`src/rtl/ama_riscv_icache_if.sv`:
```
// Handshake bundle between fetch stage, instruction cache and memory instruction port.
// Latency: wires only; the cache drives its outputs from registers or from its state.
// Backpressure: core_req_ready / mem_req_ready gate requests; responses are not back-pressured.
interface ama_riscv_icache_if #(
    parameter int LINE_W     = 128,
    parameter int MEM_ADDR_W = 14
);
    logic                  core_req_valid;
    logic                  core_req_ready;
    logic [31:0]           core_req_addr;
    logic                  core_rsp_valid;
    logic [31:0]           core_rsp_data;
    logic                  flush;
    logic                  mem_req_valid;
    logic                  mem_req_ready;
    logic [MEM_ADDR_W-1:0] mem_req_addr;
    logic                  mem_rsp_valid;
    logic [LINE_W-1:0]     mem_rsp_data;

    // The cache itself: serves the core, issues line requests to memory.
    modport slave (
        input  core_req_valid, core_req_addr, flush, mem_req_ready, mem_rsp_valid, mem_rsp_data,
        output core_req_ready, core_rsp_valid, core_rsp_data, mem_req_valid, mem_req_addr
    );

    // The environment around the cache: fetch stage plus memory port.
    modport master (
        output core_req_valid, core_req_addr, flush, mem_req_ready, mem_rsp_valid, mem_rsp_data,
        input  core_req_ready, core_rsp_valid, core_rsp_data, mem_req_valid, mem_req_addr
    );
endinterface

```
`src/rtl/ama_riscv_icache.sv`:
```
// Direct-mapped read-only instruction cache, 32-bit words out of LINE_W-bit lines.
// Latency: hit 1 cycle after accept; miss 4 cycles plus memory stall/response delay.
// Backpressure: core_req_ready low during a miss; mem request held until mem_req_ready.
module ama_riscv_icache #(
    parameter int SETS       = 16,
    parameter int LINE_W     = 128,
    parameter int MEM_ADDR_W = 14
) (
    input  logic              clk,
    input  logic              rst,
    ama_riscv_icache_if.slave bus
);
    localparam int IDX_W = $clog2(SETS);
    localparam int TAG_W = 32 - IDX_W - 4;

    typedef enum logic [1:0] {IDLE, MISS_REQ, MISS_WAIT, RESP} state_t;

    state_t            state_q, state_d;
    logic [31:2]       addr_q, addr_d;
    logic [SETS-1:0]   valid_q, valid_d;
    logic              flush_pend_q, flush_pend_d;
    logic              rsp_vld_q, rsp_vld_d;
    logic [31:0]       rsp_dat_q, rsp_dat_d;

    // Line storage; contents are meaningless until the matching valid bit is set.
    logic [LINE_W-1:0] data_q [SETS];
    logic [TAG_W-1:0]  tag_q  [SETS];

    logic [IDX_W-1:0]  req_idx, fill_idx;
    logic [TAG_W-1:0]  req_tag;
    logic              ready, accept, flush_now, hit, fill_en;
    logic              unused_addr_lsbs;

    function automatic logic [31:0] pick_word(input logic [LINE_W-1:0] line, input logic [1:0] sel);
        return line[{sel, 5'b00000} +: 32];
    endfunction

    assign req_idx   = bus.core_req_addr[IDX_W+3:4];
    assign req_tag   = bus.core_req_addr[31:IDX_W+4];
    assign fill_idx  = addr_q[IDX_W+3:4];
    assign unused_addr_lsbs = ^bus.core_req_addr[1:0];

    // RESP behaves like IDLE for new requests, so the cache is ready in both.
    assign ready     = (state_q == IDLE) || (state_q == RESP);
    assign accept    = ready && bus.core_req_valid;
    // A flush that lands now (input pulse, or one deferred through the miss) wipes the
    // valid bits at this edge, so a request looked up in the same cycle must miss.
    assign flush_now = ready && (bus.flush || ((state_q == RESP) && flush_pend_q));
    assign hit       = valid_q[req_idx] && (tag_q[req_idx] == req_tag) && !flush_now;
    assign fill_en   = (state_q == MISS_WAIT) && bus.mem_rsp_valid;

    assign bus.core_req_ready = ready;
    assign bus.core_rsp_valid = rsp_vld_q;
    assign bus.core_rsp_data  = rsp_dat_q;
    assign bus.mem_req_valid  = (state_q == MISS_REQ);
    assign bus.mem_req_addr   = addr_q[MEM_ADDR_W+3:4];

    // Next-state, lookup result, fill bookkeeping and flush handling.
    always_comb begin
        state_d      = state_q;
        addr_d       = addr_q;
        valid_d      = valid_q;
        flush_pend_d = flush_pend_q;
        rsp_vld_d    = 1'b0;
        rsp_dat_d    = rsp_dat_q;

        unique case (state_q)
            IDLE, RESP: begin
                flush_pend_d = 1'b0;
                state_d      = IDLE;
                if (accept) begin
                    addr_d = bus.core_req_addr[31:2];
                    if (hit) begin
                        rsp_vld_d = 1'b1;
                        rsp_dat_d = pick_word(data_q[req_idx], bus.core_req_addr[3:2]);
                    end else begin
                        state_d = MISS_REQ;
                    end
                end
            end
            MISS_REQ: begin
                if (bus.flush) flush_pend_d = 1'b1;
                if (bus.mem_req_ready) state_d = MISS_WAIT;
            end
            MISS_WAIT: begin
                if (bus.flush) flush_pend_d = 1'b1;
                if (bus.mem_rsp_valid) begin
                    state_d           = RESP;
                    rsp_vld_d         = 1'b1;
                    rsp_dat_d         = pick_word(bus.mem_rsp_data, addr_q[3:2]);
                    valid_d[fill_idx] = 1'b1;
                end
            end
            default: state_d = IDLE;
        endcase

        if (flush_now) valid_d = '0;
        // The returned word must not move while reset holds the valid strobe low.
        if (!rst) rsp_dat_d = rsp_dat_q;
    end

    // Control state with synchronous active-low reset.
    always_ff @(posedge clk) begin
        if (!rst) begin
            state_q      <= IDLE;
            valid_q      <= '0;
            flush_pend_q <= 1'b0;
            rsp_vld_q    <= 1'b0;
        end else begin
            state_q      <= state_d;
            valid_q      <= valid_d;
            flush_pend_q <= flush_pend_d;
            rsp_vld_q    <= rsp_vld_d;
        end
    end

    // Datapath registers and line arrays; no reset needed, gated by the valid bits.
    always_ff @(posedge clk) begin
        addr_q    <= addr_d;
        rsp_dat_q <= rsp_dat_d;
        if (fill_en) begin
            data_q[fill_idx] <= bus.mem_rsp_data;
            tag_q[fill_idx]  <= addr_q[31:IDX_W+4];
        end
    end
endmodule

```
`src/flat_wrapper.sv`:
```
// flat-port wrapper written by rule: the top's interface ports become plain ports
module ama_riscv_icache_flat 
#(
    parameter int SETS       = 16,
    parameter int LINE_W     = 128,
    parameter int MEM_ADDR_W = 14
)
  (clk, rst, bus_core_req_valid, bus_core_req_addr, bus_flush, bus_mem_req_ready, bus_mem_rsp_valid, bus_mem_rsp_data, bus_core_req_ready, bus_core_rsp_valid, bus_core_rsp_data, bus_mem_req_valid, bus_mem_req_addr);
  ama_riscv_icache_if #(.LINE_W(LINE_W), .MEM_ADDR_W(MEM_ADDR_W)) bus_i ();
  input  logic clk;
  input  logic rst;
  input wire logic [$bits(bus_i.core_req_valid)-1:0] bus_core_req_valid;
  input wire logic [$bits(bus_i.core_req_addr)-1:0] bus_core_req_addr;
  input wire logic [$bits(bus_i.flush)-1:0] bus_flush;
  input wire logic [$bits(bus_i.mem_req_ready)-1:0] bus_mem_req_ready;
  input wire logic [$bits(bus_i.mem_rsp_valid)-1:0] bus_mem_rsp_valid;
  input wire logic [$bits(bus_i.mem_rsp_data)-1:0] bus_mem_rsp_data;
  output wire logic [$bits(bus_i.core_req_ready)-1:0] bus_core_req_ready;
  output wire logic [$bits(bus_i.core_rsp_valid)-1:0] bus_core_rsp_valid;
  output wire logic [$bits(bus_i.core_rsp_data)-1:0] bus_core_rsp_data;
  output wire logic [$bits(bus_i.mem_req_valid)-1:0] bus_mem_req_valid;
  output wire logic [$bits(bus_i.mem_req_addr)-1:0] bus_mem_req_addr;
  assign bus_i.core_req_valid = bus_core_req_valid;
  assign bus_i.core_req_addr = bus_core_req_addr;
  assign bus_i.flush = bus_flush;
  assign bus_i.mem_req_ready = bus_mem_req_ready;
  assign bus_i.mem_rsp_valid = bus_mem_rsp_valid;
  assign bus_i.mem_rsp_data = bus_mem_rsp_data;
  assign bus_core_req_ready = bus_i.core_req_ready;
  assign bus_core_rsp_valid = bus_i.core_rsp_valid;
  assign bus_core_rsp_data = bus_i.core_rsp_data;
  assign bus_mem_req_valid = bus_i.mem_req_valid;
  assign bus_mem_req_addr = bus_i.mem_req_addr;
  ama_riscv_icache #(.SETS(SETS), .LINE_W(LINE_W), .MEM_ADDR_W(MEM_ADDR_W)) u_core (.clk(clk), .rst(rst), .bus(bus_i));
endmodule
```
`config.mk`:
```
export PLATFORM = sky130hd
export DESIGN_NAME = ama_riscv_icache_flat
export DESIGN_NICKNAME = d
export VERILOG_FILES = /design/src/rtl/ama_riscv_icache_if.sv /design/src/rtl/ama_riscv_icache.sv /design/src/flat_wrapper.sv
export SDC_FILE = /design/constraint.sdc
export NUM_CORES = 2
export LEC_CHECK = 0
export BUFFER_PORTS_ARGS = -buffer_cell sky130_fd_sc_hd__buf_2
export CAP_MARGIN = 20
export CELL_PAD_IN_SITES_DETAIL_PLACEMENT = 1
export CELL_PAD_IN_SITES_GLOBAL_PLACEMENT = 1
export CORE_MARGIN = 2
export CORE_UTILIZATION = 55
export DETAILED_ROUTE_END_ITERATION = 12
export MAX_ROUTING_LAYER = met4
export PLACE_DENSITY = 0.84
export SETUP_SLACK_MARGIN = 0.4
export SYNTH_ARGS = -nofsm -noshare
export SYNTH_HDL_FRONTEND = slang
export SYNTH_SLANG_ARGS = --single-unit
```
`constraint.sdc`:
```
create_clock -name clk -period 20.8 [get_ports clk]
set_clock_uncertainty 0.05 [all_clocks]
set_input_delay 3.12 -clock clk [delete_from_list [all_inputs] [get_ports clk]]
set_output_delay 3.12 -clock clk [all_outputs]
set_load 0.02 [all_outputs]
```
==> reports/qor.yml <==
hold_path:
  hold_path.class: "reg -> reg"
clock_tree:
  ctsHtreeMaxLevel: 4
  cts-root-buf: "clkbuf_16"
  hold_buffers: 0
  clk_latency_ps: 910
  cts.sinks: 2514
  tritoncts: "yes"
  numCtsBuffers: 232
  cts_buffer_depth: 3
  cts.clk_slew.worst_paths_ps: 70
  postCtsSetupRepairBufs: 0
  post_cts_resized: 0
logic_synthesis:
  async_flop_share: 0
  yosysSeqAreaShare: 0.781
  synth_area_per_cell_um2: 25.4
  synthFlopType: "edfxtp_1"
  synth-edff-count: 2494
  syn_inst: 3790
  ys_warn_count: 0
  syn_area_mm2: 0.0964
  syn-num-nets: 3959
  synth-seq-cells: 2514
  yosysUniqueCellTypes: 47
layout:
  multi_input_area_mm2: 0.0201
  layout_commonest_cell: "edfxtp_1"
  layout.cells.non_filler: 6677
  drive_gt1_frac: 0.340
  areaGrowthSynthToFinish_pct: 11.9
  fin_nets: 4272
  fillers: 13700
  regArea_mm2: 0.0753
  layout_common_cells: "edfxtp_1 (2,494), mux4_2 (788), clkbuf_16 (233)"
  final_util: 0.620
die:
  die_area_mm2: 0.179
  row_count: 153
  die_w_um: 423
  start_util: 0.554
  fp.dieH_um: 423
  num_io_pins: 215
  core_mm2: 0.174
sta:
  worst_slew_pin_slew_ps: 1210
  fin_crit_sh: 0.409
  whs_ps: 437
  max_freq_mhz: 118
  relSlewSlack: 0.193
  drv_slew: 0
  fin_tns_setup_ps: 0
  finalSetupViolCount: 0
  worst_slack_ps: 12290
  hold_viol: 0
  period_needed_ps: 8510
  rsz0062_at_grt: "no"
placed_design:
  portBuffers: 212
  hpwl_um: 121000
  dp.cells: 6192
  gp_congestion: 0.745
  pre_cts_ws_ps: 11400
power_and_ir_drop:
  combPwrFrac: 0.068
  powerDensity_mw_per_mm2: 101
  p_int_mw: 8.38
  switchingPower_mw: 2.53
  swShare: 0.232
  seqPwrFrac: 0.536
  pwr-share-clk: 0.396
  p_leak_nw: 33.5
  vdd_drop_max_uv: 89.7
detailed_routing:
  routedWlPerCell_um: 40.1
  drtIter0Drc: 7140
  firstDrtPassIters: 5
  drt_wl_total_um: 268000
  drcViolationCount: 0
  via_per_inst: 6.93
  vias: 46200
  antenna_left: 0
critical_path:
  criticalPathCategory: "in -> reg"
  required_ps: 21220
  critical_path_arrival_ps: 8930
  cp_max_fo: 51
  start_kind: "input port"
  end_kind: "register"
grt:
  grtUsageMet3: 0.0627
  grt_usage: 0.313
  met1_usage: 0.387
  grt_max_degree: 113
  grt_pass1_vias: 48900
  gr-usage-met2: 0.499
  grt.overflow.total: 0
  antenna_found_initial: 53
  grt_pass1_wl_um: 378000
  grt_busiest_layer: "met2"
job:
  drv_cap: 0
status:
  status: "completed"
logic make-up after synthesis:
logic type      after synthesis  share of synthesized area
compound gates               57                    0.00439
xor+xnor                     37                    0.00336
fa+ha+maj                     3                   0.000390
buf+inv                     218                     0.0114
flops                      2514                      0.781
mux                         893                      0.196
simple gates                 68                    0.00357
critical path, cell delays in order:
cell and delay, ps:
buf_8 440, buf_4 850, buf_4 840, mux4_2 630, mux2i_1 170, mux2i_1 150
xor2_1 230, nor4_1 370, and4_1 410, nand4_1 280, a21oi_4 340, buf_4 830
cell usage after synthesis (4+ instances only):
cell type	n	area [um^2]
nor2_1	15	56.3
clkbuf_1	79	297
buf_1	22	82.6
a22o_1	4	35.0
a21oi_1	5	25.0
buf_4	32	240
nand2_1	16	60.1
buf_6	10	113
mux4_2	788	17700
xnor2_1	23	201
o21ai_0	4	20.0
edfxtp_1	2494	74900
buf_2	68	340
dfxtp_1	20	400
nand2b_1	6	37.5
xor2_1	14	123
mux2i_1	68	681
nor3_1	6	30.0
inv_1	7	26.3
nand3_1	4	20.0
o21a_1	17	128
a221oi_1	4	35.0
a22oi_1	8	60.1
mux2_2	36	405
final cells by class:
type,count,share of cell area
diodes,51,0.00118
clock buffers,276,0.0556
multi-input cells,1058,0.187
clock inverters,156,0.0141
repair buffers,290,0.0173
well taps,2325,0.0270
flip-flops and latches,2514,0.698
inverters,7,0.000244
registers in the layout, summed over array words and instances, names as in the netlist:
register	flops
u_core.tag_q	384
u_core.addr_q	30
u_core.data_q	2048
u_core.valid_q	16
u_core.flush_pend_q	1
u_core.state_q	2
u_core.bus.core_rsp_valid	1
u_core.bus.core_rsp_data	32
stage by stage:
| step | power, mW | area (um^2) |
|---|---|---|
| 6_report | 10.9 | 108000 |
| 5_1_grt | 11.1 | 108000 |
| 4_1_cts | 10.9 | 108000 |
| 3_5_place_dp | 6.66 | 100000 |
| 3_3_place_gp | 6.61 | 100000 |
| 2_1_floorplan | 6.37 | 96400 |
per-layer routing:
layer | vias up | part of all wire
li1 | 17200 | -
met1 | 24800 | 0.35
met2 | 3605 | 0.51
met3 | 580 | 0.092
met4 | 0 | 0.044
met5 | - | 0
power groups by stage:
stage	sequential [mW]	clock [mW]	combinational, mW
6_report	5.85	4.32	0.742
5_1_grt	5.86	4.50	0.774
3_5_place_dp	5.94	0	0.717
2_1_floorplan	5.93	0	0.438
4_1_cts	5.84	4.34	0.742
3_3_place_gp	5.92	0	0.689
worst paths after layout:
check                       start                           end  slack, ps  depth (start not counted)
min             u_core.valid_q[9]             u_core.valid_q[9]        440                          1
max reg2reg     u_core.state_q[0]          u_core.data_q[8][16]      15870                          8
min reg2reg     u_core.valid_q[9]             u_core.valid_q[9]        440                          1
max          bus_core_req_addr[6]  u_core.bus.core_rsp_data[24]      12290                         12
Note: power is estimated with default switching activity, not from simulation.
